===== src/rtl/outbuf_pkg.sv =====
// Shared types and sizing helpers for the output elastic buffer.
// The word width is set by NUM below (sign bit included: word is NUM+1 bits wide).
package outbuf_pkg;

  localparam int unsigned NUM    = 15;
  localparam int unsigned STAT_W = 32;

  typedef logic signed [NUM:0] word_t;

  function automatic int unsigned ptr_w(input int unsigned depth);
    return (depth > 1) ? $clog2(depth) : 1;
  endfunction

  function automatic int unsigned cnt_w(input int unsigned depth);
    return $clog2(depth + 1);
  endfunction

endpackage


===== src/rtl/outbuf_fifo_if.sv =====
// Core-side and downstream-side valid/stop handshake of the output buffer.
// master is the buffer, slave is the surrounding core/consumer pair.
interface outbuf_fifo_if;
  import outbuf_pkg::*;

  word_t cdata;
  logic  cvalid;
  logic  cstop;
  word_t odata;
  logic  ovalid;
  logic  ostop;

  modport master (input cdata, cvalid, ostop, output cstop, odata, ovalid);
  modport slave  (output cdata, cvalid, ostop, input cstop, odata, ovalid);

endinterface


===== src/rtl/outbuf_mem.sv =====
// DEPTH-entry word storage: one synchronous write port, combinational read by address.
module outbuf_mem
  import outbuf_pkg::*;
#(
  parameter int unsigned DEPTH = 4
) (
  input  logic                      clk,
  input  logic                      we,
  input  logic [ptr_w(DEPTH)-1:0]   waddr,
  input  word_t                     wdata,
  input  logic [ptr_w(DEPTH)-1:0]   raddr,
  output word_t                     rdata
);

  word_t mem [DEPTH];

  always_ff @(posedge clk) begin
    if (we) mem[waddr] <= wdata;
  end

  assign rdata = mem[raddr];

endmodule


===== src/rtl/outbuf_fifo.sv =====
// Output-side elastic buffer with a registered head stage and registered cstop.
// Optional OUTBUF_STATS_EN adds saturating nxfer/nstall/nblock event counters.
module outbuf_fifo
  import outbuf_pkg::*;
#(
  parameter int unsigned DEPTH = 4,
  parameter int unsigned AFULL = DEPTH - 1
) (
  input  logic                     clk,
  input  logic                     rst,
  input  logic                     flush,
  outbuf_fifo_if.master            bus,
  output logic [cnt_w(DEPTH)-1:0]  level,
  output logic                     afull
`ifdef OUTBUF_STATS_EN
  ,
  output logic [STAT_W-1:0]        nxfer,
  output logic [STAT_W-1:0]        nstall,
  output logic [STAT_W-1:0]        nblock
`endif
);

  localparam int unsigned PTR_W = ptr_w(DEPTH);
  localparam int unsigned CNT_W = cnt_w(DEPTH);

  logic [PTR_W-1:0] wp, rp, rp_n;
  logic [CNT_W-1:0] cnt, cnt_n;
  logic             wr, rd;
  word_t            mem_rdata;

  assign wr   = bus.cvalid && !bus.cstop && !flush;
  assign rd   = bus.ovalid && !bus.ostop;
  assign rp_n = rd ? rp + PTR_W'(1) : rp;

  always_comb begin
    cnt_n = cnt;
    case ({wr, rd})
      2'b10:   cnt_n = cnt + CNT_W'(1);
      2'b01:   cnt_n = cnt - CNT_W'(1);
      default: cnt_n = cnt;
    endcase
  end

  outbuf_mem #(.DEPTH(DEPTH)) u_mem (
    .clk   (clk),
    .we    (wr),
    .waddr (wp),
    .wdata (bus.cdata),
    .raddr (rp_n),
    .rdata (mem_rdata)
  );

  // Head reload bypasses the array when the incoming word becomes the new head.
  always_ff @(posedge clk) begin
    if (rst || flush) begin
      wp        <= '0;
      rp        <= '0;
      cnt       <= '0;
      bus.ovalid <= 1'b0;
      bus.cstop <= 1'b0;
      afull     <= 1'b0;
      bus.odata <= '0;
    end else begin
      if (wr) wp <= wp + PTR_W'(1);
      rp         <= rp_n;
      cnt        <= cnt_n;
      bus.ovalid <= (cnt_n != '0);
      bus.cstop  <= (cnt_n == CNT_W'(DEPTH));
      afull      <= (cnt_n >= CNT_W'(AFULL));
      if (rd || (wr && cnt == '0))
        bus.odata <= (wr && wp == rp_n) ? bus.cdata : mem_rdata;
    end
  end

  assign level = cnt;

`ifdef OUTBUF_STATS_EN
  // Event counters survive flush and stick at all-ones.
  always_ff @(posedge clk) begin
    if (rst) begin
      nxfer  <= '0;
      nstall <= '0;
      nblock <= '0;
    end else begin
      if (rd && nxfer != '1)                      nxfer  <= nxfer + STAT_W'(1);
      if (bus.ovalid && bus.ostop && nstall != '1) nstall <= nstall + STAT_W'(1);
      if (bus.cvalid && bus.cstop && nblock != '1) nblock <= nblock + STAT_W'(1);
    end
  end
`endif

endmodule


===== src/flat_wrapper.sv =====
// flat-port wrapper written by rule: the top's interface ports become plain ports
module outbuf_fifo_flat import outbuf_pkg::*;
#(
  parameter int unsigned DEPTH = 4,
  parameter int unsigned AFULL = DEPTH - 1
)
  (clk, rst, flush, level, afull, bus_cdata, bus_cvalid, bus_ostop, bus_cstop, bus_odata, bus_ovalid);
  outbuf_fifo_if bus_i ();
  input  logic clk;
  input  logic rst;
  input  logic flush;
  output logic [cnt_w(DEPTH)-1:0] level;
  output logic afull;
  input wire logic [$bits(bus_i.cdata)-1:0] bus_cdata;
  input wire logic [$bits(bus_i.cvalid)-1:0] bus_cvalid;
  input wire logic [$bits(bus_i.ostop)-1:0] bus_ostop;
  output wire logic [$bits(bus_i.cstop)-1:0] bus_cstop;
  output wire logic [$bits(bus_i.odata)-1:0] bus_odata;
  output wire logic [$bits(bus_i.ovalid)-1:0] bus_ovalid;
  assign bus_i.cdata = bus_cdata;
  assign bus_i.cvalid = bus_cvalid;
  assign bus_i.ostop = bus_ostop;
  assign bus_cstop = bus_i.cstop;
  assign bus_odata = bus_i.odata;
  assign bus_ovalid = bus_i.ovalid;
  outbuf_fifo #(.DEPTH(DEPTH), .AFULL(AFULL)) u_core (.clk(clk), .rst(rst), .flush(flush), .bus(bus_i), .level(level), .afull(afull));
endmodule

===== config.mk =====
export PLATFORM = sky130hd
export DESIGN_NAME = outbuf_fifo_flat
export DESIGN_NICKNAME = d
export VERILOG_FILES = /design/src/rtl/outbuf_pkg.sv /design/src/rtl/outbuf_fifo_if.sv /design/src/rtl/outbuf_mem.sv /design/src/rtl/outbuf_fifo.sv /design/src/flat_wrapper.sv
export SDC_FILE = /design/constraint.sdc
export NUM_CORES = 1
export LEC_CHECK = 0
export CORE_MARGIN = 3
export CORE_UTILIZATION = 45
export CTS_CLUSTER_DIAMETER = 50
export DETAILED_ROUTE_END_ITERATION = 7
export GPL_TIMING_DRIVEN = 0
export MAX_ROUTING_LAYER = met4
export PLACE_DENSITY = 0.77
export SYNTH_ARGS = -nofsm -noshare
export SYNTH_HDL_FRONTEND = slang
export SYNTH_SLANG_ARGS = --single-unit

===== constraint.sdc =====
create_clock -name clk -period 3 [get_ports clk]
set_input_delay 0.6 -clock clk [delete_from_list [all_inputs] [get_ports clk]]
set_output_delay 0.6 -clock clk [all_outputs]
set_load 0.01 [all_outputs]

Yosys cells after proc, flatten, opt, wreduce, memory -nomap -nowiden
Memories as Yosys holds them, arrays and structs flattened. A register that Yosys moved wholly into a read port is not among the register bits. Index checks and enable logic that the tools add are counted.

Mux-type cells: 4. Bitwise gates (word level): 0. Reductions and logical operators: 11. Multiply operators: 0. Add/sub/neg operators: 4. Shift operators: 0. Divide/modulo/power cells: 0. Order comparisons: 1. Equality and inequality tests: 3.

Operators by type and width (number): 3-bit case mux with 2 select lines (1); 2-bit by 1-bit adder with 2-bit output, second input constant (2); 1-bit logical AND (4); 3-bit by 1-bit adder with 3-bit output, second input constant (1); 3-bit equality test, second input constant (1); 3-bit by 2-bit >= comparator with 1-bit output, second input constant (1); 1-bit zero test (3); 3-bit zero test (1); 3-bit nonzero test (1); 3-bit by 1-bit subtractor with 3-bit output, second input constant (1); 2-bit by 1-bit equality test with 1-bit output, second input constant (1); 2-bit equality test, second input constant (1); 1-bit logical OR (2); 1-bit two-way mux (2); 2-bit two-way mux (1).

Word-level logic and storage cells: 30. Output and inout bits: 22. Bits in writable memories: 64. Memories kept: 1. Latch bits: 0. ROM bits: 0. Flip-flop bits (word level): 10. Input port bits: 21.

Memory list: u_core.u_mem.mem (words 4, width 16, rd ports 1, clocked after Yosys merged registers in 1, write ports 1, line outbuf_mem.sv:15) `word_t mem [DEPTH];`.

Logic depth before layout (Yosys ltp)
Depth after elaboration: 6. Depth in mapped cells: 13. Depth with buffers taken out: 10.

Cells and area by module
Synthesis repeated with hierarchy kept, for this count alone.

Cell total of the unflattened synthesis: 210. Area total of the unflattened synthesis: 3560.9 um^2.

Modules (own cells, without submodules): outbuf_mem (sequential area each 1921.8 um^2, instances 1, cells an instance 88, area an instance 2377.3 um^2); outbuf_fifo (sequential area each 520.5 um^2, instances 1, cells an instance 122, area an instance 1183.6 um^2).

Worst setup path after synthesis
Ideal clock, no wire load.

Kind: in2reg. Start: input port bus_ostop. End: register u_core.afull. Library setup time: 0.122 ns. Slack: 0.373 ns. Data arrival time: 2.505 ns. Stages on the path: 13. Data required time: 2.878 ns. Cells stage by stage: nand2b_1 buf_6 inv_2 buf_6 buf_2 ha_1 inv_1 fa_1 xor2_1 nor2_1 xnor2_1 nand2b_1 o31ai_1.

Longest elaborated chain between the ends: 5.

RTL lines: start, declared (line flat_wrapper.sv:16) `input wire logic [$bits(bus_i.ostop)-1:0] bus_ostop;`; 1-bit zero test (*) (line outbuf_fifo.sv:32) `assign rd = bus.ovalid && !bus.ostop;`; 1-bit logical AND (*) (line outbuf_fifo.sv:32); 2-bit by 1-bit equality test with 1-bit output / 2-bit equality test (equally long branches) (line outbuf_fifo.sv:37) `case ({wr, rd})`; 3-bit case mux with 2 select lines (*) (line outbuf_fifo.sv:37); 3-bit by 2-bit >= comparator with 1-bit output (*) (line outbuf_fifo.sv:69) `afull <= (cnt_n >= CNT_W'(AFULL));`; end signal, assigned (line outbuf_fifo.sv:69); end, declared (line outbuf_fifo.sv:14) `output logic afull`.

Every way passes the cells marked *; elsewhere a longest branch is shown, timed or not. A chain may end at the register's enable or synchronous reset.

Worst setup path in the final report
Same ends and word-level chain as after synthesis.

==> flow_metrics.tcl <==
set metrics [dict create \
    ys_ff_latch 90 \
    die_area_um2 10710 \
    io_pins 43 \
    rsz0062_at_grt "no" \
    grt_pass1_vias 2968 \
    period_needed_ns 2.693 \
    start_util 0.4763 \
    r2r_cells 12 \
    cts_tree "yes" \
    fin_cells 505 \
    num_antenna_cells 0 \
    firstDrtPassIters 5 \
    crit_type "primary input to flop" \
    yosys_warnings 0 \
    globalRouteTotalUtil 0.2011 \
    finalCritPeriodShare 0.8975 \
    synth_edf_count 64 \
    cp.required_ns 3.25 \
    routedWlPerCell_um 19.47 \
    grt_pass1_wl_mm 15.66 \
    pwr-share-comb 0.088 \
    final.setup.tns_ns 0 \
    post_cts_resized 0 \
    fin_skew_ns 0.008633 \
    critical_path_buf_inv_count 5 \
    layout.nets 401 \
    syn-num-nets 349 \
    crit_family "buffers and inverters" \
    p_per_area_nw_per_um2 480.7 \
    p_seq_frac 0.567 \
    viasPerCell 5.689 \
    die_w_um 103.5 \
    final_cell_mix "64 x edfxtp_1, 47 x mux2i_1, 42 x clkdlybuf4s50_1" \
    layout_commonest_cell "edfxtp_1" \
    critPathMaxStageDelay_ns 0.41 \
    die_y_um 103.5 \
    synthToLayoutAreaGrowth_pct 18.06 \
    cellInternalPower_w 0.001856 \
    setup_violations 0 \
    peakVddDrop_uv 284.2 \
    clock_latency_ns 0.36 \
    layout-drive-gt1-share 0.1530 \
    portBuffers 42 \
    gp_routability_congestion 0.7726 \
    yosysSeqAreaShare 0.5713 \
    cts_setup_buffers 0 \
    synth_area_um2 4275 \
    synth_area_leaders "edfxtp_1 45%, dfxtp_1 12%, mux2i_1 11%" \
    cts-root-buf "clkbuf_8" \
    placed_cells_incl_taps 490 \
    cts_sinks 90 \
    r2r_slack_ns 0.69 \
    worst_pin_slew_ns 0.9377 \
    synth_flop_cell "edfxtp_1" \
    worst-path-stages 13 \
    rows 34 \
    place_hpwl_mm 6.276 \
    async_flop_share 0 \
    finalHoldViolations 0 \
    whs_ns 0.5162 \
    outcome "completed" \
    drc 0 \
    grt_max_degree 17 \
    cts_max_path_buffers 2 \
    cts_hold_buf 0 \
    cts.clk_slew.worst_paths_ns 0.09 \
    ys_types 42 \
    final_area_um2 5047 \
    endpoint_kind "flop" \
    holdPathStages 1 \
    cap_violations 0 \
    coreArea_um2 8976 \
    synth_cells 322 \
    drv_slew 0 \
    hp-class "flop to flop" \
    p_clk_frac 0.345 \
    cp-start-kind "primary input" \
    crit_path_max_fanout 19 \
    numCtsBuffers 9 \
    critical_path_arrival_ns 2.94 \
    syn_area_per_cell_um2 13.28 \
    swShare 0.2349 \
    path_cells "clkdlybuf4s50_1 -> nand2b_1 -> buf_6 -> inv_2 -> buf_6 -> ha_1 -> inv_1 -> fa_1 -> xor2_1 -> nor2_1 -> xnor2_1 -> nand2b_1 -> o31ai_1" \
    drtIter0Drc 223 \
    vias 2873 \
    switching_power_w 0.0005699 \
    antenna_found_initial 0 \
    wl_mm 9.834 \
    fmax_mhz 371.4 \
    slew_headroom 0.3749 \
    yosysTopAreaCell "edfxtp_1" \
    synth_top_area_frac 0.4495 \
    grt-ovfl-total 0 \
    cts_max_level 3 \
    place_area_um2 4853 \
    p_leak_nw 1.901 \
    cp_slowest_cell "clkdlybuf4s50_1" \
    antenna_left 0 \
]
[worst paths after layout]
check | startpoint | end
worst max register to register | u_core.bus.ovalid$_SDFF_PP0_ | u_core.afull$_SDFF_PP0_
worst max-delay path | bus_ostop | u_core.afull$_SDFF_PP0_
worst min-delay path | u_core.bus.odata[0]$_SDFFE_PP0P_ | u_core.bus.odata[0]$_SDFFE_PP0P_
worst min register to register | u_core.bus.odata[0]$_SDFFE_PP0P_ | u_core.bus.odata[0]$_SDFFE_PP0P_
[power groups by stage]
stage / combinational, W / clock, W / sequential (W)
after global placement: 0.000210 / 0 / 0.00140
after detailed placement: 0.000214 / 0 / 0.00140
after floorplan: 0.000109 / 0 / 0.00141
after global routing: 0.000231 / 0.000901 / 0.00138
final: 0.000214 / 0.000838 / 0.00137
after CTS: 0.000216 / 0.000848 / 0.00137
[worst register-to-register path, stage by stage (launching register included)]
cell and delay [ns]:
dfxtp_1 0.36, nand2b_1 0.07, buf_6 0.13, inv_2 0.06, buf_6 0.23, ha_1 0.23, inv_1 0.06, fa_1 0.37
xor2_1 0.17, nor2_1 0.12, xnor2_1 0.15, nand2b_1 0.18, o31ai_1 0.08
[state kept, by name, indices dropped and copies added (netlist names)]
signal             cells
u_core.rp              2
u_core.wp              2
u_core.level           3
u_core.afull           1
u_core.bus.odata      16
u_core.u_mem.mem      64
u_core.bus.ovalid      1
u_core.bus.cstop       1
[through the flow]
step / setup WS, ns / power (W) / utilization
floorplan: 0.3730 / 0.001515 / -
global placement: -0.3191 / 0.001610 / 0.5407
detailed placement: -0.3648 / 0.001617 / 0.5407
CTS: 0.01980 / 0.002438 / 0.5629
global route: 0.1309 / 0.002510 / 0.5623
finish: 0.3074 / 0.002426 / 0.5623
[layout make-up]
type                            count  area (µm²)
Buffer                             22       182.7
Clock buffer                        9       123.9
Clock inverter                      7       75.07
Fill cell                         725        3929
Inverter                            8       30.03
Multi-Input combinational cell    201        1615
Sequential cell                    90        2442
Tap cell                          126       157.7
Timing Repair Buffer               42       420.4
[synth_stat cells (all sizes together) (3+ instances only)]
| master | n |
|---|---|
| a21oi | 4 |
| a221o | 16 |
| a221oi | 15 |
| a32o | 17 |
| and2 | 20 |
| and2b | 3 |
| buf | 18 |
| clkbuf | 5 |
| dfxtp | 26 |
| edfxtp | 64 |
| ha | 5 |
| inv | 8 |
| mux2i | 47 |
| nand2 | 35 |
| nor2 | 14 |
| xnor2 | 4 |
| xor2 | 3 |
[layer usage]
layer  track usage  wire length, µm
met1        0.2619             4335
met2        0.3230             4883
met3       0.02750              478
met4       0.07171              137
met5             -                0
[cells by family after synthesis]
kind of cell             synth area share
flip-flops                         0.5713
AND/OR/NAND/NOR                    0.1030
AO/OA/AOI/OAI                      0.1311
multiplexers                       0.1100
buffers and inverters             0.05092
XOR/XNOR                          0.01434
adder cells (fa/ha/maj)           0.01932
Note: power is estimated with default switching activity, not from simulation.
==> edit 1 (same flow settings) <==
The package constant `NUM` goes from 15 to 30.
--- a/src/rtl/outbuf_pkg.sv
+++ b/src/rtl/outbuf_pkg.sv
@@ -2,7 +2,7 @@
 // The word width is set by NUM below (sign bit included: word is NUM+1 bits wide).
 package outbuf_pkg;
 
-  localparam int unsigned NUM    = 15;
+  localparam int unsigned NUM    = 30;
   localparam int unsigned STAT_W = 32;
 
   typedef logic signed [NUM:0] word_t;
Interface: changed (resized bus_cdata and bus_odata); port bits go from 43 to 73. The function was not compared with the original's and may differ.
==> edit 1 against the unedited design <==
Worst setup slack got worse by 81 ps; critical path type unchanged; critical path depth up 1; total power grew 110%; wire length up 95%; area after synthesis increased by 75%; global-route usage is 1.5 points higher; cell area increased by 80%; utilization grew 0.22 points; sequential power up 85%; first-iteration DRC count grew to 3.1 times the old value; sequential cell count rose by 75; non-clock buffer count is 56 higher.
==> edit 1: results (changes against the unedited design) <==
drt_iter0_drc: 684  # +210%
place_hpwl_mm: 11.8  # +88%
tightest_slew_ps: 973  # +35.3 ps
use_met1_pct: 26.1  # -0.11 points
pre_cts_ws_ps: -234  # +131 ps
skew_ps: 9.42  # +0.789 ps
arrival_ps: 3090  # +150 ps
fillers: 1229  # +70%
synth_area_leaders: "edfxtp_1 (50%), dfxtp_1 (11%), a32o_1 (8.3%)"
syn_inst: 586  # +82%
vias: 5546  # +93%
synth_fp_nets: 628  # +80%
stdcell_count: 906  # +79%
cts_max_level: 4  # +1
dpl_cell_area_um2: 8470  # +74%
use_met3_pct: 5.81  # +3.1 points
clk_pin_slew_ps: 60  # -30 ps
drive_gt1_share_pct: 9.71  # -5.6 points
wl_met1_mm: 7.63  # +76%
synth_cell_types: 39  # -7.1%
cts-root-buf: "clkbuf_16"
largest_register_ff_count: 124  # +94%
min_from: "u_core.bus.odata[1]"
wl_per_cell_um: 21.1  # +8.5%
p_sw_share_pct: 21.0  # -2.5 points
routabilityCongestion: 0.814  # +5.4%
post-place-cells: 874  # +78%
finalHoldWorstSlack_ps: 486  # -30.4 ps
outcome: "finished, final reports clean"
wl_met3_mm: 1.74  # +260%
grt_pass1_wl_mm: 29.0  # +85%
whs_endpoint: "u_core.bus.odata[1]"
p_leak_nw: 3.19  # +68%
cts_buffers: 17  # +8
port_buffers: 72  # +71%
use_met2_pct: 34.5  # +2.2 points
grt_use_total_pct: 21.6  # +1.5 points
-- edit 1: layout make-up --
type / count / area (um2) / share of cell area (%)
Buffer: 48 / 260 / 2.87
Timing Repair Buffer: 72 / 721 / 7.95
Sequential cell: 165 / 4540 / 50.1
Clock buffer: 24 / 472 / 5.20
Inverter: 8 / 35.0 / 0.386
Multi-Input combinational cell: 365 / 2640 / 29.1
Clock inverter: 8 / 126 / 1.39
Tap cell: 216 / 270 / 2.98
-- edit 1: logic make-up (layout without fill, tap and decap cells) --
| logic type | Yosys count | in the layout | synth area share [%] |
|---|---|---|---|
| and+or+nand+nor | 187 | 187 | 11.2 |
| adders and majority gates | 6 | 6 | 1.11 |
| muxes | 62 | 62 | 8.31 |
| AOI/OAI and AO/OA | 103 | 103 | 13.6 |
| xor gates and xnor gates | 7 | 7 | 0.921 |
| buffers and inverters | 56 | 160 | 3.95 |
| DFF | 165 | 165 | 60.8 |
==> edit 2 (same settings) <==
Without the edit above. Register the output `level` once more, without a reset; this adds one clock of latency there. The other outputs are not delayed to match.
--- a/src/rtl/outbuf_fifo.sv
+++ b/src/rtl/outbuf_fifo.sv
@@ -72,7 +72,9 @@
     end
   end
 
-  assign level = cnt;
+  always_ff @(posedge clk) begin
+    level <= cnt;
+  end
 
 `ifdef OUTBUF_STATS_EN
   // Event counters survive flush and stick at all-ones.
Function: changed (a bounded check fails within 4 cycles, from zero or initial values).
==> edit 2 against the unedited design <==
First-iteration DRC count rose by 14%; critical endpoint unchanged; highest routed layer unchanged; cell area rose by 0.15%; via count rose by 0.94%; critical path depth fell by 1; largest power group unchanged; area after synthesis fell by 0.41%; wire length fell by 0.99%; cell count fell by 3.4%; total power rose by 9.1%; register-to-register slack got worse by 20 ps; sequential cell count rose by 3; worst setup slack improved by 34 ps.
==> edit 2: results (changes against the unedited design) <==
rr_endpoint: "u_core.afull"
r2r_slack_ps: 670  # -20 ps
clockBufferDepth: 2  # unchanged
grt_use_total_pct: 20.1  # +0.033 points
grt_pass1_wl_mm: 15.2  # -3.1%
clk_pin_slew_ps: 90  # about the same
worst-path-max-fanout: 18  # -1
antenna_found_initial: 0  # unchanged
finalHoldWorstSlack_ps: 389  # -128 ps
cts_max_level: 3  # unchanged
fillers: 710  # -2.1%
arrival_ps: 2920  # -20 ps
drive_gt1_share_pct: 10.0  # -5.3 points
drt_iter0_drc: 254  # +14%
skew_ps: 5.75  # -2.88 ps
top_regs: "u_core.u_mem.mem x64, u_core.bus.odata x16"
routabilityCongestion: 0.784  # +1.5%
synth_fp_nets: 350  # +0.29%
pre_cts_ws_ps: -308  # +56.3 ps
ys_seq_area_share_pct: 58.8  # +1.6 points
stdcell_count: 488  # -3.4%
grt_max_degree: 17  # unchanged
ys_top_cells_by_count: "edfxtp_1 (64), mux2i_1 (48), nand2_1 (33)"
cts_buffers: 9  # unchanged
syn_inst: 323  # +0.31%
synth_cell_types: 38  # -9.5%
min_from: "u_core.cnt[2]"
totalWireLength_mm: 9.74  # -0.99%
port_buffers: 42  # unchanged
fin_nets: 402  # +0.25%
cts-root-buf: "clkbuf_8"
outcome: "finished, final reports clean"
whs_path_depth: 0  # -1
worst_skew_pair.late_latency_ps: 370
cts-resized-gates: 0  # unchanged
reg2reg_depth: 11  # -1
hold_viol: 0  # unchanged
vias: 2900  # +0.94%
async_flop_share_pct: 0  # unchanged
whs_endpoint: "u_core.level[2]"
p_leak_nw: 1.94  # +1.9%
post-place-cells: 473  # -3.5%
synth_area_leaders: "edfxtp_1 (45%), dfxtp_1 (14%), mux2i_1 (11%)"
place_hpwl_mm: 6.12  # -2.5%
diodes: 0  # unchanged
min_path_type: "reg -> reg"
vdd.ir_drop.worst_mv: 0.234  # -18%
dpl_cell_area_um2: 4810  # -0.82%
yosysWarnings: 0  # unchanged
synth-edff-count: 64  # unchanged
ys.flop_type: "edfxtp_1"
tightest_slew_ps: 981  # +43.8 ps
yosys.area.top_type: "edfxtp_1"
## edit 2: cell families (layout without fill, tap and decap cells)
logic type | Yosys count | after routing | share of synthesized area [%]
flip-flops | 93 | 93 | 58.8
AND/OR/NAND/NOR | 81 | 81 | 9.93
AO/OA/AOI/OAI | 58 | 58 | 12.8
multiplexers | 48 | 48 | 11.3
buffers and inverters | 30 | 87 | 3.88
XOR/XNOR | 7 | 7 | 1.44
adder cells (fa/ha/maj) | 6 | 6 | 1.94
## edit 2: power by group
part           leakage [nW]  switching (mW)  total [mW]  internal [mW]
Combinational         0.998           0.104       0.207          0.103
Clock                 0.123           0.459        1.02          0.564
Sequential            0.817          0.0162        1.42           1.40
## edit 2: worst max-delay path, stage by stage
cell	delay, ps
clkdlybuf4s50_1	430
nand2b_4	150
buf_6	130
inv_4	220
ha_1	250
inv_1	60
fa_1	370
xor2_1	170
nor2_1	110
xnor2_1	150
nand2b_1	190
o31ai_1	90
## edit 2: layout make-up
type	count	area, um2	share of cell area (%)
buffer	21	128	2.52
clock buffer	10	128	2.52
clock inverter	6	119	2.35
inverter	8	32.5	0.644
multi-input combinational	200	1590	31.5
sequential	93	2500	49.5
tap	108	135	2.67
timing repair buffer	42	420	8.32
## edit 2: per-layer routing
metal  vias to the layer above  part of all wire (%)  GRT usage (%)
met5                         -                     0              -
met4                         0                   1.5           7.67
met3                        16                   4.7           3.82
met2                        88                    50           32.7
met1                      1458                    43           25.1
li1                       1338                     -              -
## edit 2: worst max-delay path by stage
stage | endpoint | cells after the start | startpoint | slack (ps)
6_report | u_core.afull | 12 | bus_ostop | 340
5_1_grt | u_core.afull | 12 | bus_ostop | 160
4_1_cts | u_core.afull | 13 | bus_ostop | 70
3_5_place_dp | u_core.afull | 13 | bus_ostop | -310
3_3_place_gp | u_core.afull | 13 | bus_ostop | -240
2_1_floorplan | u_core.afull | 12 | bus_ostop | 480
## edit 2: what timing repair did
action	CTS	global route
hold endpoints to repair	0	0
endpoints found under the setup margin	0	3
buffers inserted	0	0
hold buffers	0	0
